--- src/rtl/fractal_sync_arbiter.sv ---
// Fans N local fractal-sync requesters into one upstream master port with round-robin issue,
// and routes wake/error responses back to every port waiting on the matching barrier id.
module fractal_sync_arbiter #(
  parameter int unsigned N_PORTS    = 4,
  parameter int unsigned AGGR_WIDTH = 2,
  parameter int unsigned LVL_WIDTH  = 1,
  parameter int unsigned ID_WIDTH   = 2
) (
  input  logic                            clk_i,
  input  logic                            rst_ni,
  input  logic [N_PORTS-1:0]              slv_sync_i,
  input  logic [N_PORTS*AGGR_WIDTH-1:0]   slv_aggr_i,
  input  logic [N_PORTS*ID_WIDTH-1:0]     slv_id_req_i,
  output logic [N_PORTS-1:0]              slv_wake_o,
  output logic [N_PORTS*LVL_WIDTH-1:0]    slv_lvl_o,
  output logic [N_PORTS*ID_WIDTH-1:0]     slv_id_rsp_o,
  output logic [N_PORTS-1:0]              slv_error_o,
  output logic                            mst_sync_o,
  output logic [AGGR_WIDTH-1:0]           mst_aggr_o,
  output logic [ID_WIDTH-1:0]             mst_id_req_o,
  input  logic                            mst_wake_i,
  input  logic [LVL_WIDTH-1:0]            mst_lvl_i,
  input  logic [ID_WIDTH-1:0]             mst_id_rsp_i,
  input  logic                            mst_error_i
);

  localparam int unsigned PtrW = (N_PORTS > 1) ? $clog2(N_PORTS) : 1;

  typedef enum logic [1:0] {
    StIdle,
    StPend,
    StWait
  } port_state_e;

  port_state_e           state_q [N_PORTS];
  logic [AGGR_WIDTH-1:0] aggr_q  [N_PORTS];
  logic [ID_WIDTH-1:0]   id_q    [N_PORTS];
  logic [PtrW-1:0]       rr_q;

  logic                          mst_sync_q;
  logic [AGGR_WIDTH-1:0]         mst_aggr_q;
  logic [ID_WIDTH-1:0]           mst_id_q;
  logic [N_PORTS-1:0]            wake_q;
  logic [N_PORTS-1:0]            error_q;
  logic [N_PORTS*LVL_WIDTH-1:0]  lvl_q;
  logic [N_PORTS*ID_WIDTH-1:0]   id_rsp_q;

  logic                 rsp_valid;
  logic [N_PORTS-1:0]   pend;
  logic [N_PORTS-1:0]   match;
  logic [N_PORTS-1:0]   viol;
  logic                 grant_valid;
  logic [PtrW-1:0]      grant_idx;
  logic [PtrW-1:0]      rr_next;
  int unsigned          cand;
  logic [PtrW-1:0]      cand_idx;

  assign rsp_valid = mst_wake_i | mst_error_i;

  // Only WAIT ports can match, so a port granted this cycle never sees this cycle's response.
  always_comb begin
    pend  = '0;
    match = '0;
    viol  = '0;
    for (int unsigned p = 0; p < N_PORTS; p++) begin
      pend[p]  = (state_q[p] == StPend);
      match[p] = rsp_valid && (state_q[p] == StWait) && (id_q[p] == mst_id_rsp_i);
      viol[p]  = slv_sync_i[p] && (state_q[p] != StIdle);
    end
  end

  // First PEND port at or after rr_q, wrapping.
  always_comb begin
    grant_valid = 1'b0;
    grant_idx   = '0;
    cand        = 0;
    cand_idx    = '0;
    for (int unsigned i = 0; i < N_PORTS; i++) begin
      cand = 32'(rr_q) + i;
      if (cand >= N_PORTS) begin
        cand = cand - N_PORTS;
      end
      cand_idx = PtrW'(cand);
      if (!grant_valid && pend[cand_idx]) begin
        grant_valid = 1'b1;
        grant_idx   = cand_idx;
      end
    end
  end

  assign rr_next = (grant_idx == PtrW'(N_PORTS - 1)) ? '0 : grant_idx + PtrW'(1);

  always_ff @(posedge clk_i or negedge rst_ni) begin
    if (!rst_ni) begin
      rr_q       <= '0;
      mst_sync_q <= 1'b0;
      mst_aggr_q <= '0;
      mst_id_q   <= '0;
      wake_q     <= '0;
      error_q    <= '0;
      lvl_q      <= '0;
      id_rsp_q   <= '0;
      for (int unsigned p = 0; p < N_PORTS; p++) begin
        state_q[p] <= StIdle;
        aggr_q[p]  <= '0;
        id_q[p]    <= '0;
      end
    end else begin
      mst_sync_q <= grant_valid;
      if (grant_valid) begin
        mst_aggr_q <= aggr_q[grant_idx];
        mst_id_q   <= id_q[grant_idx];
        rr_q       <= rr_next;
      end
      for (int unsigned p = 0; p < N_PORTS; p++) begin
        wake_q[p]  <= match[p] & ~mst_error_i;
        // Violation and response error collapse into one pulse; response id wins below.
        error_q[p] <= (match[p] & mst_error_i) | viol[p];
        if (match[p]) begin
          lvl_q[p*LVL_WIDTH +: LVL_WIDTH]  <= mst_lvl_i;
          id_rsp_q[p*ID_WIDTH +: ID_WIDTH] <= mst_id_rsp_i;
        end else if (viol[p]) begin
          id_rsp_q[p*ID_WIDTH +: ID_WIDTH] <= slv_id_req_i[p*ID_WIDTH +: ID_WIDTH];
        end
        unique case (state_q[p])
          StIdle: begin
            if (slv_sync_i[p]) begin
              aggr_q[p]  <= slv_aggr_i[p*AGGR_WIDTH +: AGGR_WIDTH];
              id_q[p]    <= slv_id_req_i[p*ID_WIDTH +: ID_WIDTH];
              state_q[p] <= StPend;
            end
          end
          StPend: begin
            if (grant_valid && (grant_idx == PtrW'(p))) begin
              state_q[p] <= StWait;
            end
          end
          StWait: begin
            if (match[p]) begin
              state_q[p] <= StIdle;
            end
          end
          default: state_q[p] <= StIdle;
        endcase
      end
    end
  end

  assign mst_sync_o   = mst_sync_q;
  assign mst_aggr_o   = mst_aggr_q;
  assign mst_id_req_o = mst_id_q;
  assign slv_wake_o   = wake_q;
  assign slv_error_o  = error_q;
  assign slv_lvl_o    = lvl_q;
  assign slv_id_rsp_o = id_rsp_q;

  a_wake_error_excl: assert property (@(posedge clk_i) disable iff (!rst_ni)
    (slv_wake_o & slv_error_o) == '0);

  a_rr_in_range: assert property (@(posedge clk_i) disable iff (!rst_ni)
    32'(rr_q) < N_PORTS);

endmodule

--- config.mk ---
export PLATFORM = sky130hd
export DESIGN_NAME = fractal_sync_arbiter
export DESIGN_NICKNAME = d
export VERILOG_FILES = /design/src/rtl/fractal_sync_arbiter.sv
export SDC_FILE = /design/constraint.sdc
export NUM_CORES = 1
export LEC_CHECK = 0
export ABC_AREA = 1
export ABC_CLOCK_PERIOD_IN_PS = 4450
export CORE_MARGIN = 8
export CORE_UTILIZATION = 45
export CTS_CLUSTER_DIAMETER = 60
export DETAILED_ROUTE_END_ITERATION = 10
export PLACE_DENSITY = 0.71
export SYNTH_ARGS = -nofsm -noshare
export SYNTH_HDL_FRONTEND = slang
export SYNTH_SLANG_ARGS = --single-unit
--- constraint.sdc ---
create_clock -name clk_i -period 4.45 [get_ports clk_i]
set_input_delay 0.89 -clock clk_i [delete_from_list [all_inputs] [get_ports clk_i]]
set_output_delay 0.89 -clock clk_i [all_outputs]
set_load 0.005 [all_outputs]
* Word-level counts from Yosys, hierarchy flattened
Cells that the tools add are included.
** Storage, ports and cells
- Register bits after elaboration :: 51
- Bits in latches :: 0
- RAM bits :: 0
- Bits in read-only memories :: 0
- Bits of input ports :: 27
- Output and inout bits :: 25
- Logic and storage cells :: 179
- Memories :: 0
** Cells by class
- Add/subtract/negate cells :: 8
- Multipliers :: 0
- Div/mod/pow operators :: 0
- Order comparisons :: 9
- Equality and inequality tests :: 27
- Shift operators :: 0
- Mux-type cells :: 51
- Bitwise gates (word level) :: 15
- Reduce and logical (&&, ||, !) cells :: 43
** Operator list (count)
- 2-bit two-way mux :: 33
- 2-bit case mux with 3 select lines :: 4
- 1-bit logical AND :: 19
- 2-bit inequality test, second input constant :: 8
- 2-bit nonzero test :: 8
- 2-bit == test, second input constant :: 6
- 3-bit >= comparator, second input constant :: 4
- 2-bit by 3-bit < comparator with 1-bit output, second input constant :: 4
- 3-bit AND reduction :: 4
- 2-bit by 1-bit == test with 1-bit output, second input constant :: 5
- 2-bit logical NOT :: 5
- 1-bit bitwise AND :: 8
- 1-bit binary-select mux with 2-bit select :: 4
- 2-bit binary-select mux with 2-bit select :: 2
- 2-bit == test :: 4
- 1-bit two-way mux :: 8
- 2-bit by 1-bit inequality test with 1-bit output, second input constant :: 4
- 2-bit AND reduction :: 4
- 2-bit by 1-bit subtractor with 2-bit output, second input constant :: 4
- 2-bit by 2-bit adder with 3-bit output, second input constant :: 2
- 1-bit OR :: 5
- 2-bit by 1-bit adder with 3-bit output, second input constant :: 1
- 2-bit by 3-bit >= comparator with 1-bit output, second input constant :: 1
- 1-bit logical NOT :: 3
- 3 further kinds :: 3

* Depth between registers and ports, before layout
- Depth in word-level cells :: 18
- Mapped depth :: 15
- Depth with buffers taken out :: 13

* Worst setup path before layout
Ideal clock, no wire load.
- Path kind :: input-to-reg
- Start :: in mst_id_rsp_i[1]
- End :: reg id_rsp_q[4] (netlist: slv_id_rsp_o[4])
- Library setup time :: 0.125 ns
- Arrival time :: 2.034 ns
- Required time :: 4.325 ns
- Slack :: 2.291 ns
- Stages :: 6
- Path buffers :: 1
- Cell sequence :: clkbuf_1 or2_2 a21oi_1 inv_1 nand2_1 mux2_2
** On the way
- Word-level cells in the longest chain between the ends :: 3
- Elaborated cells on any way between the ends :: 4
- Those cells by class :: 1 x eq/ne; 1 x mux; 2 x reduce/logical
** RTL lines
- from (decl) :: RTL line 23 : input logic [ID_WIDTH-1:0] mst_id_rsp_i,
- 2-bit == test * :: RTL line 67 : match[p] = rsp_valid && (state_q[p] == StWait) && (id_q[p] == mst_id_rsp_i);
- 1-bit logical AND * :: RTL line 67
- 2-bit two-way mux or 2-bit nonzero test (tied branches)
- to (signal, indexed assignment) :: RTL line 121 : id_rsp_q[p*ID_WIDTH +: ID_WIDTH] <= mst_id_rsp_i;
- to (signal, indexed assignment) :: RTL line 123 : id_rsp_q[p*ID_WIDTH +: ID_WIDTH] <= slv_id_req_i[p*ID_WIDTH +: ID_WIDTH];
- to (decl) :: RTL line 46 : logic [N_PORTS*ID_WIDTH-1:0] id_rsp_q;
Every way passes the cells marked *; elsewhere a longest branch is shown, timed or not.
A chain may end at the register's enable or synchronous reset.

* Worst setup path in the final report
- Start :: in mst_id_rsp_i[1]
- End :: reg id_rsp_q[5] (netlist: slv_id_rsp_o[5])
** On the way
- Word-level cells in the longest chain between the ends :: 3
- Elaborated cells on any way between the ends :: 4
- Those cells by class :: 1 x eq/ne; 1 x mux; 2 x reduce/logical
** RTL lines (RTL line)
- 2-bit == test :: 67
- 1-bit logical AND :: 67
- 2-bit two-way mux or 2-bit nonzero test (tied branches)
Parallel ways exist; a longest one is shown, timed or not.

==> metrics.yaml <==
p_leak_nw: 1.48
yosys.area.top_type: "dfrtp_1"
post-route-util_pct: 58.5
wl_mm: 6.10
first_global_vias: 2159
syn_inst: 280
coreArea_um2: 5540
cts_post_setup_buffers_inserted: 0
vias_per_cell: 5.17
met2_usage_pct: 23.5
io_buffers: 51
tightest_slew_ns: 0.638
hold_viol: 0
max_stage_delay_ns: 0.57
grt_pass1_wl_mm: 10.3
die-area_um2: 8440
first_pass_iters: 4
drive_above_1_share_pct: 18.2
max_cap_viol_count: 0
place_ws_ns: 1.72
drc: 0
drv_slew: 0
finalWeightedCongestion: 0.837
whs_ns: 0.490
yosys_register_bits: 51
rows: 27
clock_latency_ns: 0.30
layout.nets: 363
start_util_pct: 46.7
maxSlewHeadroom_pct: 57.5
syn_nets: 308
ys_warn_count: 0
yosys-top-cells-area: "dfrtp_1 49%, nand2_1 9.1%, mux2_2 8.7%"
nFillCells: 532
insertedDiodeCount: 0
status: "finished clean"
wire_per_inst_um: 15.0
clock_skew_ns: 0.00579
fin_setup_tns_ns: 0
synth_top_area_share_pct: 49.3
postSynthAreaPerCell_um2: 9.25
path_delay_family: "buffers and inverters"
fin_ws_ns: 2.04
hold_buffers: 0
grt_max_degree: 52
cp.buffers_inverters: 2
grt_usage_pct: 14.9
htreeDepth: 2
dp_hpwl_mm: 4.64
fp.dieW_um: 91.9
cp-end-kind: "register"
rsz0062_at_grt: "no"
top_usage_layer: "met2"
setup_viol: 0
start_kind: "primary input"
critPathRequiredTime_ns: 4.65
ios: 52
path_cells: "clkdlybuf4s50_1 > or2_2 > a21oi_1 > inv_1 > nand2_1 > mux2_2"
grt_overflow_total: 0
path_clk_slew_ns: 0.10
ir_drop_uv: 339
cts_buffers: 5
worst-setup-path-type: "primary input to register"
met1_usage_pct: 19.7
arrival_ns: 2.61
synth.cell_area_um2: 2590
period_share_pct: 54.1
powerDensity_nw_per_um2: 810
finalCriticalPeriod_ns: 2.41
timing.fmax_mhz: 415
yosysUniqueCellTypes: 31
die_y_um: 91.9
root_buffer: "clkbuf_8"
antenna_found_initial: 0
hold_class: "register to register"
detail-route-antenna-nets: 0
dpl-instance-area_um2: 3160
final_area_um2: 3240
cts_buffer_depth: 2
cts_tree: "yes"
cts_resized: 0
final_cell_mix: "63 x nand2_1, 51 x dfrtp_1, 50 x clkdlybuf4s50_1"
grt_use_met3_pct: 3.75
crit_slowest_cell: "clkdlybuf4s50_1"
synth-seq-area-share_pct: 49.3
final_common_cell: "nand2_1"
critPathMaxFanout: 8
drt_iter0_drc: 129
area_growth_pct: 25.2
cts.sinks: 51
vias: 2108
## cell type report
cell class	count	area, um2	share of cell area [%]
Timing Repair Buffer	52	513	15.8
Tap cell	72	90.1	2.78
Inverter	22	87.6	2.70
Sequential cell	51	1280	39.4
Clock buffer	6	72.6	2.24
Multi-Input combinational cell	203	1190	36.7
Clock inverter	2	12.5	0.386
## registers in the layout (all words and copies together), names as in the netlist
signal	flops
slv_lvl_o	4
rr_q	2
slv_error_o	4
slv_id_rsp_o	8
slv_wake_o	4
aggr_q	8
state_q	8
id_q	8
mst_id_req_o	2
mst_sync_o	1
mst_aggr_o	2
## per-layer routing
metal / share of wire [%] / wire length (um)
met1: 46 / 2810
met2: 47 / 2850
met3: 5.8 / 356
met4: 1.3 / 79
met5: 0 / 0
## kinds of logic (layout without fill, tap and decap cells)
family / count (synthesis) / count (layout) / share of synthesized area [%]
compound gates: 36 / 36 / 8.12
xor+xnor: 5 / 5 / 1.69
fa+ha+maj: 1 / 1 / 0.483
buf+inv: 26 / 82 / 4.73
flops: 51 / 51 / 49.3
mux: 20 / 20 / 8.70
simple gates: 141 / 141 / 27.0
## path summary, 6_finish.rpt
kind / from / endpoint / slack (ns) / depth (start not counted)
max in group asynchronous: rst_ni / aggr_q[4]$_DFFE_PN0P_ / 3.34 / 2
setup / recovery: mst_id_rsp_i[1] / slv_id_rsp_o[5]$_DFFE_PN0P_ / 2.04 / 6
setup reg to reg: rr_q[0]$_DFFE_PN0N_ / state_q[3]$_DFFE_PN0P_ / 2.32 / 9
min in group asynchronous: rst_ni / slv_lvl_o[3]$_DFFE_PN0P_ / 0.68 / 2
hold reg to reg: mst_aggr_o[1]$_DFFE_PN0N_ / mst_aggr_o[1]$_DFFE_PN0N_ / 0.49 / 2
hold / removal: mst_aggr_o[1]$_DFFE_PN0N_ / mst_aggr_o[1]$_DFFE_PN0N_ / 0.49 / 2
## stage by stage
step           std cells  total power, mW
2_1_floorplan        280             1.91
3_3_place_gp         400             2.33
3_5_place_dp         400             2.38
4_1_cts              408             2.65
5_1_grt              408             2.84
6_report             408             2.63
## tightest hold or removal path, delay by kind of cell, from the launching register on
kind	cells	cell delay [ns]
AND/OR/NAND/NOR	2	0.10
flip-flops	1	0.35
## synthesized netlist by cell type
| cell type | count |
|---|---|
| nand2_4 | 4 |
| nor2_4 | 1 |
| nand4_1 | 1 |
| xor2_1 | 1 |
| nor2_2 | 2 |
| o21ai_4 | 1 |
| nand2_2 | 10 |
| nor3_1 | 1 |
| inv_2 | 3 |
| a21oi_2 | 1 |
| nand2_1 | 63 |
| o211ai_2 | 1 |
| ha_1 | 1 |
| or2_2 | 3 |
| o31ai_1 | 1 |
| xnor2_1 | 4 |
| nand3_2 | 3 |
| buf_6 | 1 |
| clkbuf_1 | 1 |
| nor2_1 | 15 |
| buf_2 | 1 |
| inv_1 | 18 |
| a21oi_1 | 6 |
| nand3_1 | 36 |
| buf_8 | 1 |
| inv_6 | 1 |
| nand3_4 | 2 |
| mux2_2 | 20 |
| o22ai_1 | 4 |
| dfrtp_1 | 51 |
| o21ai_0 | 22 |
## where the power goes
group / internal, mW / leakage [nW] / switching [mW]
Clock: 0.110 / 0.0412 / 0.158
Combinational: 0.640 / 0.813 / 0.860
Sequential: 0.687 / 0.624 / 0.172
(Power assumes the default switching activity.)
